**src/rtl/sudoku_pkg.sv**
```systemverilog
// Shared board geometry, cell index type, clear-sweep FSM states and an index range helper.
package sudoku_pkg;

  localparam int CELLS = 81;
  localparam int VAL_W = 4;

  typedef logic [6:0] idx_t;

  typedef enum logic [0:0] {
    ST_IDLE  = 1'b0,
    ST_CLEAR = 1'b1
  } state_t;

  function automatic logic idx_in_range(input idx_t idx, input int cells);
    return (int'(idx) < cells);
  endfunction

endpackage

```
**src/rtl/board_update_arbiter_if.sv**
```systemverilog
// Write-request bus shared by the handwriting recogniser (port 0) and the solver (port 1).
interface board_update_arbiter_if #(
  parameter int VAL_W = sudoku_pkg::VAL_W
);
  import sudoku_pkg::*;

  logic             req0;
  logic             req1;
  idx_t             idx0;
  idx_t             idx1;
  logic [VAL_W-1:0] val0;
  logic [VAL_W-1:0] val1;
  logic             gnt0;
  logic             gnt1;

  modport master (
    output req0, req1, idx0, idx1, val0, val1,
    input  gnt0, gnt1
  );

  modport slave (
    input  req0, req1, idx0, idx1, val0, val1,
    output gnt0, gnt1
  );

endinterface

```
**src/rtl/rr_arbiter2.sv**
```systemverilog
// Two-way round-robin arbiter; ptr_r holds the last winner (0 gives requester 1 priority).
module rr_arbiter2 (
  input  logic       clk,
  input  logic       rst,
  input  logic [1:0] req,
  input  logic       commit,
  output logic [1:0] gnt
);

  logic ptr_r;

  // Grant selection: on contention the requester that did not win last goes first.
  always_comb begin
    gnt = 2'b00;
    if (req == 2'b11) begin
      if (ptr_r == 1'b0) begin
        gnt = 2'b10;
      end else begin
        gnt = 2'b01;
      end
    end else begin
      gnt = req;
    end
  end

  // Last-winner pointer moves only when a grant actually commits.
  always_ff @(posedge clk or posedge rst) begin
    if (rst) begin
      ptr_r <= 1'b0;
    end else if (commit) begin
      ptr_r <= gnt[1];
    end else begin
      ptr_r <= ptr_r;
    end
  end

endmodule

```
**src/rtl/board_update_arbiter.sv**
```systemverilog
// Board write arbiter with clear sweep and frame-synchronised display refresh.
// Optional display shadow copy: define BOARD_ARB_SHADOW_EN.
module board_update_arbiter #(
  parameter int CELLS = sudoku_pkg::CELLS,
  parameter int VAL_W = sudoku_pkg::VAL_W
) (
  input  logic                   clk,
  input  logic                   rst,
  input  logic                   stage,
  input  logic                   vsync,
  input  logic                   clear,
  board_update_arbiter_if.slave  bus,
  output logic                   err,
  output logic                   busy,
  output logic [CELLS*VAL_W-1:0] board,
  output logic [CELLS-1:0]       board_blank,
  output logic                   frame_upd
);
  import sudoku_pkg::*;

  state_t                 state_r;
  idx_t                   cnt_r;
  logic                   busy_r;
  logic                   dirty_r;
  logic                   err_r;
  logic                   frame_upd_r;
  logic                   vs_hist_r;
  logic                   fall_r;
  logic [CELLS*VAL_W-1:0] board_r;
  logic [CELLS-1:0]       blank_r;

  logic [1:0]             elig_s;
  logic [1:0]             req_s;
  logic [1:0]             gnt_s;
  logic                   wr_vld_s;
  logic                   wr_ok_s;
  idx_t                   wr_idx_s;
  logic [VAL_W-1:0]       wr_val_s;
  logic                   frame_take_s;

  // Kept as a two-bit mask so a later stage encoding can open both requesters.
  assign elig_s   = {stage, ~stage};
  assign req_s    = {bus.req1, bus.req0} & elig_s & {2{~busy_r & ~clear}};
  assign wr_vld_s = |gnt_s;

  rr_arbiter2 u_rr (
    .clk    (clk),
    .rst    (rst),
    .req    (req_s),
    .commit (wr_vld_s),
    .gnt    (gnt_s)
  );

  assign bus.gnt0 = gnt_s[0];
  assign bus.gnt1 = gnt_s[1];

  // Route the winning requester's index and value to the write port.
  always_comb begin
    wr_idx_s = bus.idx0;
    wr_val_s = bus.val0;
    if (gnt_s[1]) begin
      wr_idx_s = bus.idx1;
      wr_val_s = bus.val1;
    end else begin
      wr_idx_s = bus.idx0;
      wr_val_s = bus.val0;
    end
  end

  assign wr_ok_s = wr_vld_s && idx_in_range(wr_idx_s, CELLS);

`ifdef BOARD_ARB_SHADOW_EN
  assign frame_take_s = fall_r && dirty_r && !busy_r;
`else
  assign frame_take_s = fall_r && dirty_r;
`endif

  // vsync falling-edge detector, registered so the boundary is a clean one-cycle strobe.
  always_ff @(posedge clk or posedge rst) begin
    if (rst) begin
      vs_hist_r <= 1'b1;
      fall_r    <= 1'b0;
    end else begin
      vs_hist_r <= vsync;
      fall_r    <= vs_hist_r & ~vsync;
    end
  end

  // Clear-sweep FSM together with the working board, dirty tracking and status pulses.
  always_ff @(posedge clk or posedge rst) begin
    if (rst) begin
      state_r     <= ST_IDLE;
      cnt_r       <= 7'd0;
      busy_r      <= 1'b0;
      dirty_r     <= 1'b0;
      err_r       <= 1'b0;
      frame_upd_r <= 1'b0;
      board_r     <= {(CELLS*VAL_W){1'b0}};
      blank_r     <= {CELLS{1'b1}};
    end else begin
      err_r       <= wr_vld_s && !wr_ok_s;
      frame_upd_r <= frame_take_s;
      // A write landing on the refresh edge re-arms dirty, so it overrides the clear here.
      if (frame_take_s) begin
        dirty_r <= 1'b0;
      end else begin
        dirty_r <= dirty_r;
      end
      case (state_r)
        ST_IDLE: begin
          if (clear) begin
            state_r <= ST_CLEAR;
            busy_r  <= 1'b1;
            cnt_r   <= 7'd0;
          end else if (wr_ok_s) begin
            board_r[int'(wr_idx_s)*VAL_W +: VAL_W] <= wr_val_s;
            blank_r[wr_idx_s] <= (wr_val_s == {VAL_W{1'b0}});
            dirty_r <= 1'b1;
          end else begin
            state_r <= ST_IDLE;
          end
        end
        ST_CLEAR: begin
          board_r[int'(cnt_r)*VAL_W +: VAL_W] <= {VAL_W{1'b0}};
          blank_r[cnt_r] <= 1'b1;
          if (int'(cnt_r) == CELLS - 1) begin
            state_r <= ST_IDLE;
            busy_r  <= 1'b0;
            cnt_r   <= 7'd0;
            dirty_r <= 1'b1;
          end else begin
            cnt_r <= cnt_r + 7'd1;
          end
        end
        default: begin
          state_r <= ST_IDLE;
          busy_r  <= 1'b0;
          cnt_r   <= 7'd0;
        end
      endcase
    end
  end

`ifdef BOARD_ARB_SHADOW_EN
  logic [CELLS*VAL_W-1:0] disp_board_r;
  logic [CELLS-1:0]       disp_blank_r;

  // Display copy is only reloaded on a frame boundary so the screen never tears.
  always_ff @(posedge clk or posedge rst) begin
    if (rst) begin
      disp_board_r <= {(CELLS*VAL_W){1'b0}};
      disp_blank_r <= {CELLS{1'b1}};
    end else if (frame_take_s) begin
      disp_board_r <= board_r;
      disp_blank_r <= blank_r;
    end else begin
      disp_board_r <= disp_board_r;
      disp_blank_r <= disp_blank_r;
    end
  end

  assign board       = disp_board_r;
  assign board_blank = disp_blank_r;
`else
  assign board       = board_r;
  assign board_blank = blank_r;
`endif

  assign err       = err_r;
  assign busy      = busy_r;
  assign frame_upd = frame_upd_r;

endmodule

```
**src/flat_wrapper.sv**
```systemverilog
// flat-port wrapper written by rule: the top's interface ports become plain ports
module board_update_arbiter_flat import sudoku_pkg::*;
#(
  parameter int CELLS = sudoku_pkg::CELLS,
  parameter int VAL_W = sudoku_pkg::VAL_W
)
  (clk, rst, stage, vsync, clear, err, busy, board, board_blank, frame_upd, bus_req0, bus_req1, bus_idx0, bus_idx1, bus_val0, bus_val1, bus_gnt0, bus_gnt1);
  board_update_arbiter_if #(.VAL_W(VAL_W)) bus_i ();
  input  logic clk;
  input  logic rst;
  input  logic stage;
  input  logic vsync;
  input  logic clear;
  output logic err;
  output logic busy;
  output logic [CELLS*VAL_W-1:0] board;
  output logic [CELLS-1:0] board_blank;
  output logic frame_upd;
  input wire logic [$bits(bus_i.req0)-1:0] bus_req0;
  input wire logic [$bits(bus_i.req1)-1:0] bus_req1;
  input wire logic [$bits(bus_i.idx0)-1:0] bus_idx0;
  input wire logic [$bits(bus_i.idx1)-1:0] bus_idx1;
  input wire logic [$bits(bus_i.val0)-1:0] bus_val0;
  input wire logic [$bits(bus_i.val1)-1:0] bus_val1;
  output wire logic [$bits(bus_i.gnt0)-1:0] bus_gnt0;
  output wire logic [$bits(bus_i.gnt1)-1:0] bus_gnt1;
  assign bus_i.req0 = bus_req0;
  assign bus_i.req1 = bus_req1;
  assign bus_i.idx0 = bus_idx0;
  assign bus_i.idx1 = bus_idx1;
  assign bus_i.val0 = bus_val0;
  assign bus_i.val1 = bus_val1;
  assign bus_gnt0 = bus_i.gnt0;
  assign bus_gnt1 = bus_i.gnt1;
  board_update_arbiter #(.CELLS(CELLS), .VAL_W(VAL_W)) u_core (.clk(clk), .rst(rst), .stage(stage), .vsync(vsync), .clear(clear), .bus(bus_i), .err(err), .busy(busy), .board(board), .board_blank(board_blank), .frame_upd(frame_upd));
endmodule
```
**config.mk**
```make
export PLATFORM = sky130hd
export DESIGN_NAME = board_update_arbiter_flat
export DESIGN_NICKNAME = d
export VERILOG_FILES = /design/src/rtl/sudoku_pkg.sv /design/src/rtl/board_update_arbiter_if.sv /design/src/rtl/rr_arbiter2.sv /design/src/rtl/board_update_arbiter.sv /design/src/flat_wrapper.sv
export SDC_FILE = /design/constraint.sdc
export NUM_CORES = 1
export LEC_CHECK = 0
export BUFFER_PORTS_ARGS = -buffer_cell sky130_fd_sc_hd__buf_2
export CORE_MARGIN = 2
export CORE_UTILIZATION = 50
export DETAILED_ROUTE_END_ITERATION = 8
export PLACE_DENSITY_LB_ADDON = 0.15
export REMOVE_ABC_BUFFERS = 1
export SYNTH_ARGS = -nofsm -noshare
export SYNTH_HDL_FRONTEND = slang
export SYNTH_HIERARCHICAL = 1
export SYNTH_SLANG_ARGS = --single-unit
```
**constraint.sdc**
```tcl
create_clock -name clk -period 12.83 [get_ports clk]
set_input_delay 1.9245 -clock clk [delete_from_list [all_inputs] [get_ports clk]]
set_output_delay 1.9245 -clock clk [all_outputs]
set_load 0.02 [all_outputs]
```
==> metrics.sh, run 1 <==
RUN_STATUS='completed'
SETUP.WORST_PATH.END='u_core/board[132]'
DRCVIOLATIONCOUNT=0
DIE_WIDTH_UM=204
POWER.SEQUENTIAL.FRACTION_PCT=39.2
TIGHTESTPINTRANSITION_NS=1.34
STD_CELL_ROWS=73
TIMING.CRITICAL_PATH.FROM='clear'
POST_DETAILED_ROUTE_VIA_TO_CELL_RATIO=6.70
SINKS_ON_CLOCK_NET=420
CRITPATHSLOWESTCELL='sky130_fd_sc_hd__nor4b_1'
IR_WORST_VDD_mV=0.116
SYNTH-SEQ-AREA-SHARE_PCT=53.1
H_TREE_LEVELS=2
CP.REQUIRED_NS=13.31
PART_OF_THE_POWER_IN_THE_CLOCK_NETWORK_PCT=33.4
WORST_SLEW_MARGIN_REL_PCT=11.0
TIMING_WORST_SETUP_PATH_TYPE='in -> reg'
SYNTH.AREA.MUX_SHARE_PCT=3.91
DRT_WL_TOTAL_MM=79.7
SYNTH_EDF_COUNT=0
FINAL_PERIOD_MINUS_WORST_SETUP_SLACK_NS=7.09
PLACEDCELLCOUNT=2813
FINAL_MIN_PERIOD_OVER_CLOCK_PERIOD_PCT=55.2
CTS_SETUP_BUFFERS=0
NUMBER_OF_TOP_LEVEL_DESIGN_PORTS=439
PLACE.DETAILED.HPWL_MM=56.9
HOLDCRITPATHCLASS='reg -> reg'
HOLD_PATH_DEPTH=1
LAUNCHING_ELEMENT_TYPE_OF_THE_CRITICAL_PATH='primary input'
INITIAL_UTILIZATION_PCT=50.5
SYNTH_XOR_AREA_SHARE_PCT=0.307
CAP_VIOLATIONS=0
SYNTHCELLS=1906
TIMING.FINAL.WS_SETUP_NS=5.74
SYNTH.AREA.TOP_CELLS='sky130_fd_sc_hd__dfrtp_1 (42%), sky130_fd_sc_hd__dfstp_2 (11%), sky130_fd_sc_hd__o21ai_0 (4.0%)'
CLKLATENCYLATEPIN_NS=0.58
TIMING.CRITICAL_PATH.CELLS='buf_2 -> nor4b_1 -> a21boi_4 -> buf_4 -> mux2_1 -> inv_2 -> ha_1 -> inv_1 -> a211o_1 -> nor2_1 -> ha_1 -> nand2b_1 -> nor2_1 -> mux2_2 -> nand2_1 -> a2111o_1 -> o21ai_0'
CP.BUFFERS_INVERTERS=4
SETUP_REPAIR_AFTER_GLOBAL_ROUTING_MISSED_ITS_MARGIN='false'
SWITCHINGPOWER_mW=1.48
ANT_NETS=0
GRT_PASS1_WL_MM=118
SYNTH_SIMPLE_GATE_AREA_SHARE_PCT=15.9
REGTOREGSETUPSLACK_NS=6.92
DRIVE_ABOVE_1_SHARE_PCT=30.4
WORSTREG2REGSTART='u_core/busy'
SYNTHESIZED_AREA_FRACTION_OCCUPIED_BY_AO_OA_AOI_AND_OAI_CELLS_PCT=24.1
CTS_REPAIR_RESIZE_COUNT=0
IO_BUFFER_COUNT=438
POWER.COMBINATIONAL.FRACTION_PCT=27.4
FMAX_GHz=0.141
NETLIST-CELL-TYPE-COUNT=92
WORST_SETUP_HOLD_PATH_CLK_SLEW_NS=0.06
ROUTE.DETAILED.WL_PER_INST_UM=27.5
TIMING.CLOCK.SKEW_NS=0.0171
SYNTH-ASYNC-RESET-RATIO_PCT=100
POST_SYNTH.CELL_AREA_AVG_UM2=10.5
CTS_MADE_BUFFERS=45
GRT_START_MAX_NET_PINS=106
COUNT_OF_WARNINGS_EMITTED_BY_YOSYS=6
SYN2LAYOUT_AREA_GROWTH_PCT=21.9
MAX-CLOCK-PATH-BUFFERS=3
LARGEST_REGISTER_FF_COUNT=324
NUMBER_OF_ANTENNA_VIOLATIONS_AT_THE_FIRST_CHECK_IN_GLOBAL_ROUTING=6
MAXSLEWVIOLCOUNT=0
LIST_OF_MOST_FREQUENT_POST_SYNTHESIS_CELLS='sky130_fd_sc_hd__dfrtp_1 (338), sky130_fd_sc_hd__nor2_1 (160), sky130_fd_sc_hd__o21ai_0 (160), sky130_fd_sc_hd__nand2_1 (142), sky130_fd_sc_hd__nand3_1 (120)'
WIRE_LENGTH_ON_MET3_MM=8.52
DIE-AREA_UM2=41600
POSTPLACECELLAREA_UM2=22800
FIRST_PASS_ITERS=6
DRT_FIRST_ITER_VIOLATIONS=2324
WL_MET2_MM=35.9
YOSYSTOPAREACELLSHARE_PCT=42.3
CP.ARRIVAL_NS=7.57
GRT_OVERFLOW_TOTAL=0
PLACEMENT.SETUP.WORST_SLACK_NS=5.33
DESIGN.CORE.AREA_UM2=39500
CTS_HOLD_REPAIR.BUFFERS=0
P_LEAK_nW=10.9
DIE-HEIGHT_UM=204
YOSYSMOSTFREQUENTCELL='sky130_fd_sc_hd__dfrtp_1'
SETUP_VIOL=0
GRT_UTIL_ALL_LAYERS_PCT=37.8
HIGHEST-SIGNAL-LAYER='met5'
WORST_PATH_LARGEST_CELL_DELAY_NS=0.65
SYNTH_TOP_CELL_BY_AREA='sky130_fd_sc_hd__dfrtp_1'
R2R_CELLS=16
FINAL_DESIGN_AREA_NO_FILL_UM2=24400
TRITONCTS='yes'
CRITICAL-PATH-TOP-DELAY-FAMILY='simple AND/OR/NAND/NOR gates'
N_FILL_CELL=3418
CTS_ROOT_BUF='sky130_fd_sc_hd__clkbuf_16'
YS_DOMINANT_REG_CELL='sky130_fd_sc_hd__dfrtp_1'
YS_SEQ_ELEMENTS=420
POST_SYNTH_FA_HA_MAJ_AREA_FRACTION_PCT=0.313
CRITICAL_PATH.REG2REG.ENDPOINT='u_core/board[132]'
SWITCHING_SHARE_PCT=36.4
ROUTE.LAYER.MET1.WL_MM=29.8
SYNTH_TOP_FAMILY_BY_AREA='compound AO/OA/AOI/OAI gates'
POST_ROUTE_INSTS_NO_FILL=2898
PWR_DENSITY_CELL_nW_PER_UM2=167
CRITICAL_PATH.MAX_FANOUT=48
SETUP.WORST_PATH.END_CLASS='register'
HOLD_VIOL_FINAL=0
VIA_COUNT=19426
GPL.FINAL_WEIGHTED_CONGESTION=0.961
DESIGN.FINAL.NETS=2369
PATH_LENGTH_IN_CELLS_OF_THE_CRITICAL_PATH=17
INTERNAL_POWER_mW=2.58
FIRST_GLOBAL_VIAS=19016
SYNTH.CELL_AREA_UM2=20000
## cell usage in the layout (no fill, tap or decap), types with 51 or more instances in the layout
master,instances
sky130_fd_sc_hd__a22o_1,80
sky130_fd_sc_hd__a31oi_1,51
sky130_fd_sc_hd__buf_2,438
sky130_fd_sc_hd__dfrtp_1,337
sky130_fd_sc_hd__dfstp_2,82
sky130_fd_sc_hd__nand2_1,142
sky130_fd_sc_hd__nand3_1,120
sky130_fd_sc_hd__nor2_1,160
sky130_fd_sc_hd__o21ai_0,160
sky130_fd_sc_hd__o2bb2ai_1,89
## per-layer routing
layer | track usage [%] | up-vias
li1 | - | 8201
met1 | 48.7 | 9636
met2 | 58.0 | 1293
met3 | 8.99 | 292
met4 | 23.4 | 4
met5 | 0 | -
## kinds of logic after synthesis
logic type | count (synthesis)
AO/OA/AOI/OAI | 645
multiplexers | 74
adder cells (fa/ha/maj) | 5
buffers and inverters | 119
XOR/XNOR | 7
flip-flops | 420
AND/OR/NAND/NOR | 636
## power by group through the flow
stage / logic (mW) / clock network, mW / registers, mW
floorplan: 0.520 / 0 / 1.71
global placement: 1.05 / 0 / 1.61
detailed placement: 1.07 / 0 / 1.61
CTS: 1.08 / 1.37 / 1.59
global route: 1.17 / 1.42 / 1.60
finish: 1.11 / 1.36 / 1.59
## area by class of cell
cell class                 count  area (um2)  area share, %
sequential                   420       10600           43.6
multi-input combinational   1367        8970           36.8
timing repair buffer         478        2490           10.2
clock buffer                  63        1310           5.36
tap                          525         657           2.70
clock inverter                18         223          0.914
inverter                      23        93.8          0.385
antenna                        4        10.0         0.0411
## through the flow
stage | TNS [ns] | hold WS [ns] | power [mW] | utilization (%)
2_1_floorplan | -209.58 | 0.451 | 2.23 | -
3_3_place_gp | 0 | 0.470 | 2.66 | 57.7
3_5_place_dp | 0 | 0.468 | 2.68 | 57.7
4_1_cts | 0 | 0.484 | 4.04 | 61.6
5_1_grt | 0 | 0.495 | 4.20 | 61.6
6_report | 0 | 0.483 | 4.06 | 61.6
## worst min-delay path by stage
stage / from / slack [ns] / endpoint
detailed placement: u_core/board[296] / 0.47 / u_core/board[296]
floorplan: u_core/dirty_r / 0.45 / u_core/dirty_r
global route: u_core/board[296] / 0.49 / u_core/board[296]
global placement: u_core/board[1] / 0.47 / u_core/board[1]
CTS: u_core/board[298] / 0.48 / u_core/board[298]
finish: u_core/board[298] / 0.48 / u_core/board[298]
## worst register-to-register path: stages, from the launching register on
cell and delay (ns):
sky130_fd_sc_hd__dfrtp_1 0.41, sky130_fd_sc_hd__nor4b_1 0.60, sky130_fd_sc_hd__a21boi_4 0.10, sky130_fd_sc_hd__buf_4 0.31, sky130_fd_sc_hd__mux2_1 0.54, sky130_fd_sc_hd__inv_2 0.25
sky130_fd_sc_hd__ha_1 0.40, sky130_fd_sc_hd__inv_1 0.17, sky130_fd_sc_hd__a211o_1 0.27, sky130_fd_sc_hd__nor2_1 0.10, sky130_fd_sc_hd__ha_1 0.22, sky130_fd_sc_hd__nand2b_1 0.12
sky130_fd_sc_hd__nor2_1 0.28, sky130_fd_sc_hd__mux2_2 0.64, sky130_fd_sc_hd__nand2_1 0.61, sky130_fd_sc_hd__a2111o_1 0.61, sky130_fd_sc_hd__o21ai_0 0.19
(Power assumes the default switching activity.)
==> run 2, diff against run 1 <==
- CORE_UTILIZATION: 50 -> 55
- clock period: 12.83 -> 7.2 ns (I/O delays scaled with it)
==> run 2 against run 1 <==
Against the previous run:
- cell count decreased by 2.3%
- clock power up 65%
- total power up 74%
- utilization is 6.2 points higher
- non-clock buffer count shrank 1
- setup slack worse by 4.5 ns
- wire length is 1.4% lower
- die area down 8.9%
- sequential share of layout area is 0.34 points higher
- critical path depth fell by 1
- sequential power rose by 78%
- largest cell class unchanged
- highest routed layer is now met4
==> metrics.sh, run 2 (same netlist as run 1, synthesis figures left out) <==
LAYOUT.CELLS.MOST_COMMON='sky130_fd_sc_hd__buf_2'
HOLDCRITPATHCLASS='in -> async'
DRIVE_ABOVE_1_SHARE_PCT=30.1
WORST_HOLD_SLACK_NS=0.403
ROUTE.DETAILED.WL_PER_INST_UM=27.7
DESIGN.FINAL.NETS=2367
PWR_DENSITY_CELL_nW_PER_UM2=291
CTS_ROOT_BUF='sky130_fd_sc_hd__clkbuf_16'
GPL.FINAL_WEIGHTED_CONGESTION=0.996
MULTI_INPUT_AREA_UM2=8960
SETUP_VIOL=0
SYN2LAYOUT_AREA_GROWTH_PCT=21.0
NUMBER_OF_TOP_LEVEL_DESIGN_PORTS=439
IO_BUFFER_COUNT=438
RUN_STATUS='completed'
DRT_FIRST_ITER_VIOLATIONS=2681
CLKLATENCYLATEPIN_NS=0.56
FINAL_DESIGN_AREA_NO_FILL_UM2=24200
MAXSLEWVIOLCOUNT=0
IR_WORST_VDD_mV=0.204
GRT_UTIL_ALL_LAYERS_PCT=40.6
POWER.COMBINATIONAL.FRACTION_PCT=28.0
POSTPLACECELLAREA_UM2=22800
FINALCOREUTILIZATION_PCT=67.8
POST_DETAILED_ROUTE_VIA_TO_CELL_RATIO=6.92
POWER.SEQUENTIAL.FRACTION_PCT=40.2
TRITONCTS='yes'
CP.REQUIRED_NS=7.64
VIA_COUNT=19590
N_FILL_CELL=2846
FIRST_GLOBAL_VIAS=18631
GRT_PASS1_WL_MM=117
GRT_OVERFLOW_TOTAL=0
NUMBER_OF_ANTENNA_VIOLATIONS_AT_THE_FIRST_CHECK_IN_GLOBAL_ROUTING=2
MOSTFREQUENTLAYOUTCELLS='sky130_fd_sc_hd__buf_2 (438), sky130_fd_sc_hd__dfrtp_1 (337), sky130_fd_sc_hd__o21ai_0 (160), sky130_fd_sc_hd__nor2_1 (160), sky130_fd_sc_hd__nand2_1 (142)'
DIE_WIDTH_UM=195
PART_OF_THE_POWER_IN_THE_CLOCK_NETWORK_PCT=31.8
CAP_VIOLATIONS=0
DRT_WL_TOTAL_MM=78.5
DRCVIOLATIONCOUNT=0
SWITCHINGPOWER_mW=2.58
FIRST_PASS_ITERS=7
STD_CELL_ROWS=69
CTS_HOLD_REPAIR.BUFFERS=0
TIMING_WORST_SETUP_PATH_TYPE='in -> reg'
CTS_REPAIR_RESIZE_COUNT=0
FMAX_GHz=0.167
H_TREE_LEVELS=2
FINAL_PERIOD_MINUS_WORST_SETUP_SLACK_NS=6.00
SETUP_REPAIR_AFTER_GLOBAL_ROUTING_MISSED_ITS_MARGIN='false'
INTERNAL_POWER_mW=4.47
CTS_MADE_BUFFERS=44
FINAL_MIN_PERIOD_OVER_CLOCK_PERIOD_PCT=83.3
MAX-CLOCK-PATH-BUFFERS=3
FINAL-SEQ-AREA_UM2=10600
GRT_START_MAX_NET_PINS=160
WORST_SLEW_MARGIN_REL_PCT=15.8
ANT_NETS=0
INITIAL_UTILIZATION_PCT=56.1
SWITCHING_SHARE_PCT=36.6
WORST_SETUP_HOLD_PATH_CLK_SLEW_NS=0.06
DIE-HEIGHT_UM=195
SINKS_ON_CLOCK_NET=420
POWER.TOTAL_mW=7.05
TIGHTESTPINTRANSITION_NS=1.26
CTS_SETUP_BUFFERS=0
LAUNCHING_ELEMENT_TYPE_OF_THE_CRITICAL_PATH='primary input'
CP.ARRIVAL_NS=6.44
CRITICAL_PATH.MAX_FANOUT=14
DIE-AREA_UM2=37900
TIMING.CLOCK.SKEW_NS=0.0209
SETUP.WORST_PATH.END_CLASS='register'
PLACE.DETAILED.HPWL_MM=55.8
P_LEAK_nW=10.9
HOLD_VIOL_FINAL=0
LARGEST_REGISTER_FF_COUNT=324
DESIGN.CORE.AREA_UM2=35700
run 2: metrics by stage:
step | TNS [ns] | instances | worst slack [ns]
6_report | 0 | 2830 | 1.20
5_1_grt | 0 | 2824 | 0.897
4_1_cts | 0 | 2823 | 1.36
3_5_place_dp | 0 | 2748 | 0.774
3_3_place_gp | 0 | 2748 | 1.04
2_1_floorplan | -1992.19 | 1810 | -5.41
run 2: final timing paths:
kind                                        start  slack, ns  cells past startpoint           endpoint
worst max register to register        u_core/busy       1.56                     15   u_core/board[46]
worst min-delay path                          rst       0.40                      2  u_core/u_rr/ptr_r
worst max-delay path                        clear       1.20                     16   u_core/board[46]
max in group asynchronous                     rst       5.09                      3  u_core/board[235]
worst min register to register  u_core/board[208]       0.48                      1  u_core/board[208]
min in group clk                u_core/board[208]       0.48                      1  u_core/board[208]
run 2: per-layer routing:
metal / share of wire (%) / vias to the layer above / GRT usage [%]
li1: - / 8221 / -
met1: 37 / 9563 / 54.0
met2: 44 / 1504 / 60.9
met3: 13 / 302 / 12.0
met4: 5.4 / 0 / 20.0
met5: 0 / - / 0
run 2: cell type report:
class,instances,area share [%]
clock inverter,5,0.228
sequential,420,43.9
multi-input combinational,1367,37.1
timing repair buffer,477,10.4
clock buffer,70,5.58
antenna,7,0.0725
tap,461,2.39
inverter,23,0.388
run 2: worst max-delay path, stage by stage:
cell and delay, ns:
sky130_fd_sc_hd__buf_2 0.17, sky130_fd_sc_hd__nor4b_1 0.63, sky130_fd_sc_hd__a21boi_4 0.25, sky130_fd_sc_hd__mux2_1 0.48, sky130_fd_sc_hd__inv_2 0.23, sky130_fd_sc_hd__ha_1 0.40, sky130_fd_sc_hd__inv_1 0.18, sky130_fd_sc_hd__a211o_1 0.28
sky130_fd_sc_hd__nor2_1 0.10, sky130_fd_sc_hd__ha_1 0.29, sky130_fd_sc_hd__nand2b_1 0.14, sky130_fd_sc_hd__nor2_1 0.10, sky130_fd_sc_hd__mux2i_2 0.78, sky130_fd_sc_hd__nor2_2 0.36, sky130_fd_sc_hd__a32oi_1 0.56, sky130_fd_sc_hd__mux2_2 0.39
run 2: power groups by stage:
stage / Sequential (mW) / Clock, mW / Combinational, mW
after floorplan: 3.05 / 0 / 0.926
after global placement: 2.86 / 0 / 1.86
after detailed placement: 2.86 / 0 / 1.89
after CTS: 2.83 / 2.25 / 1.90
after global routing: 2.86 / 2.35 / 2.05
final: 2.83 / 2.24 / 1.97
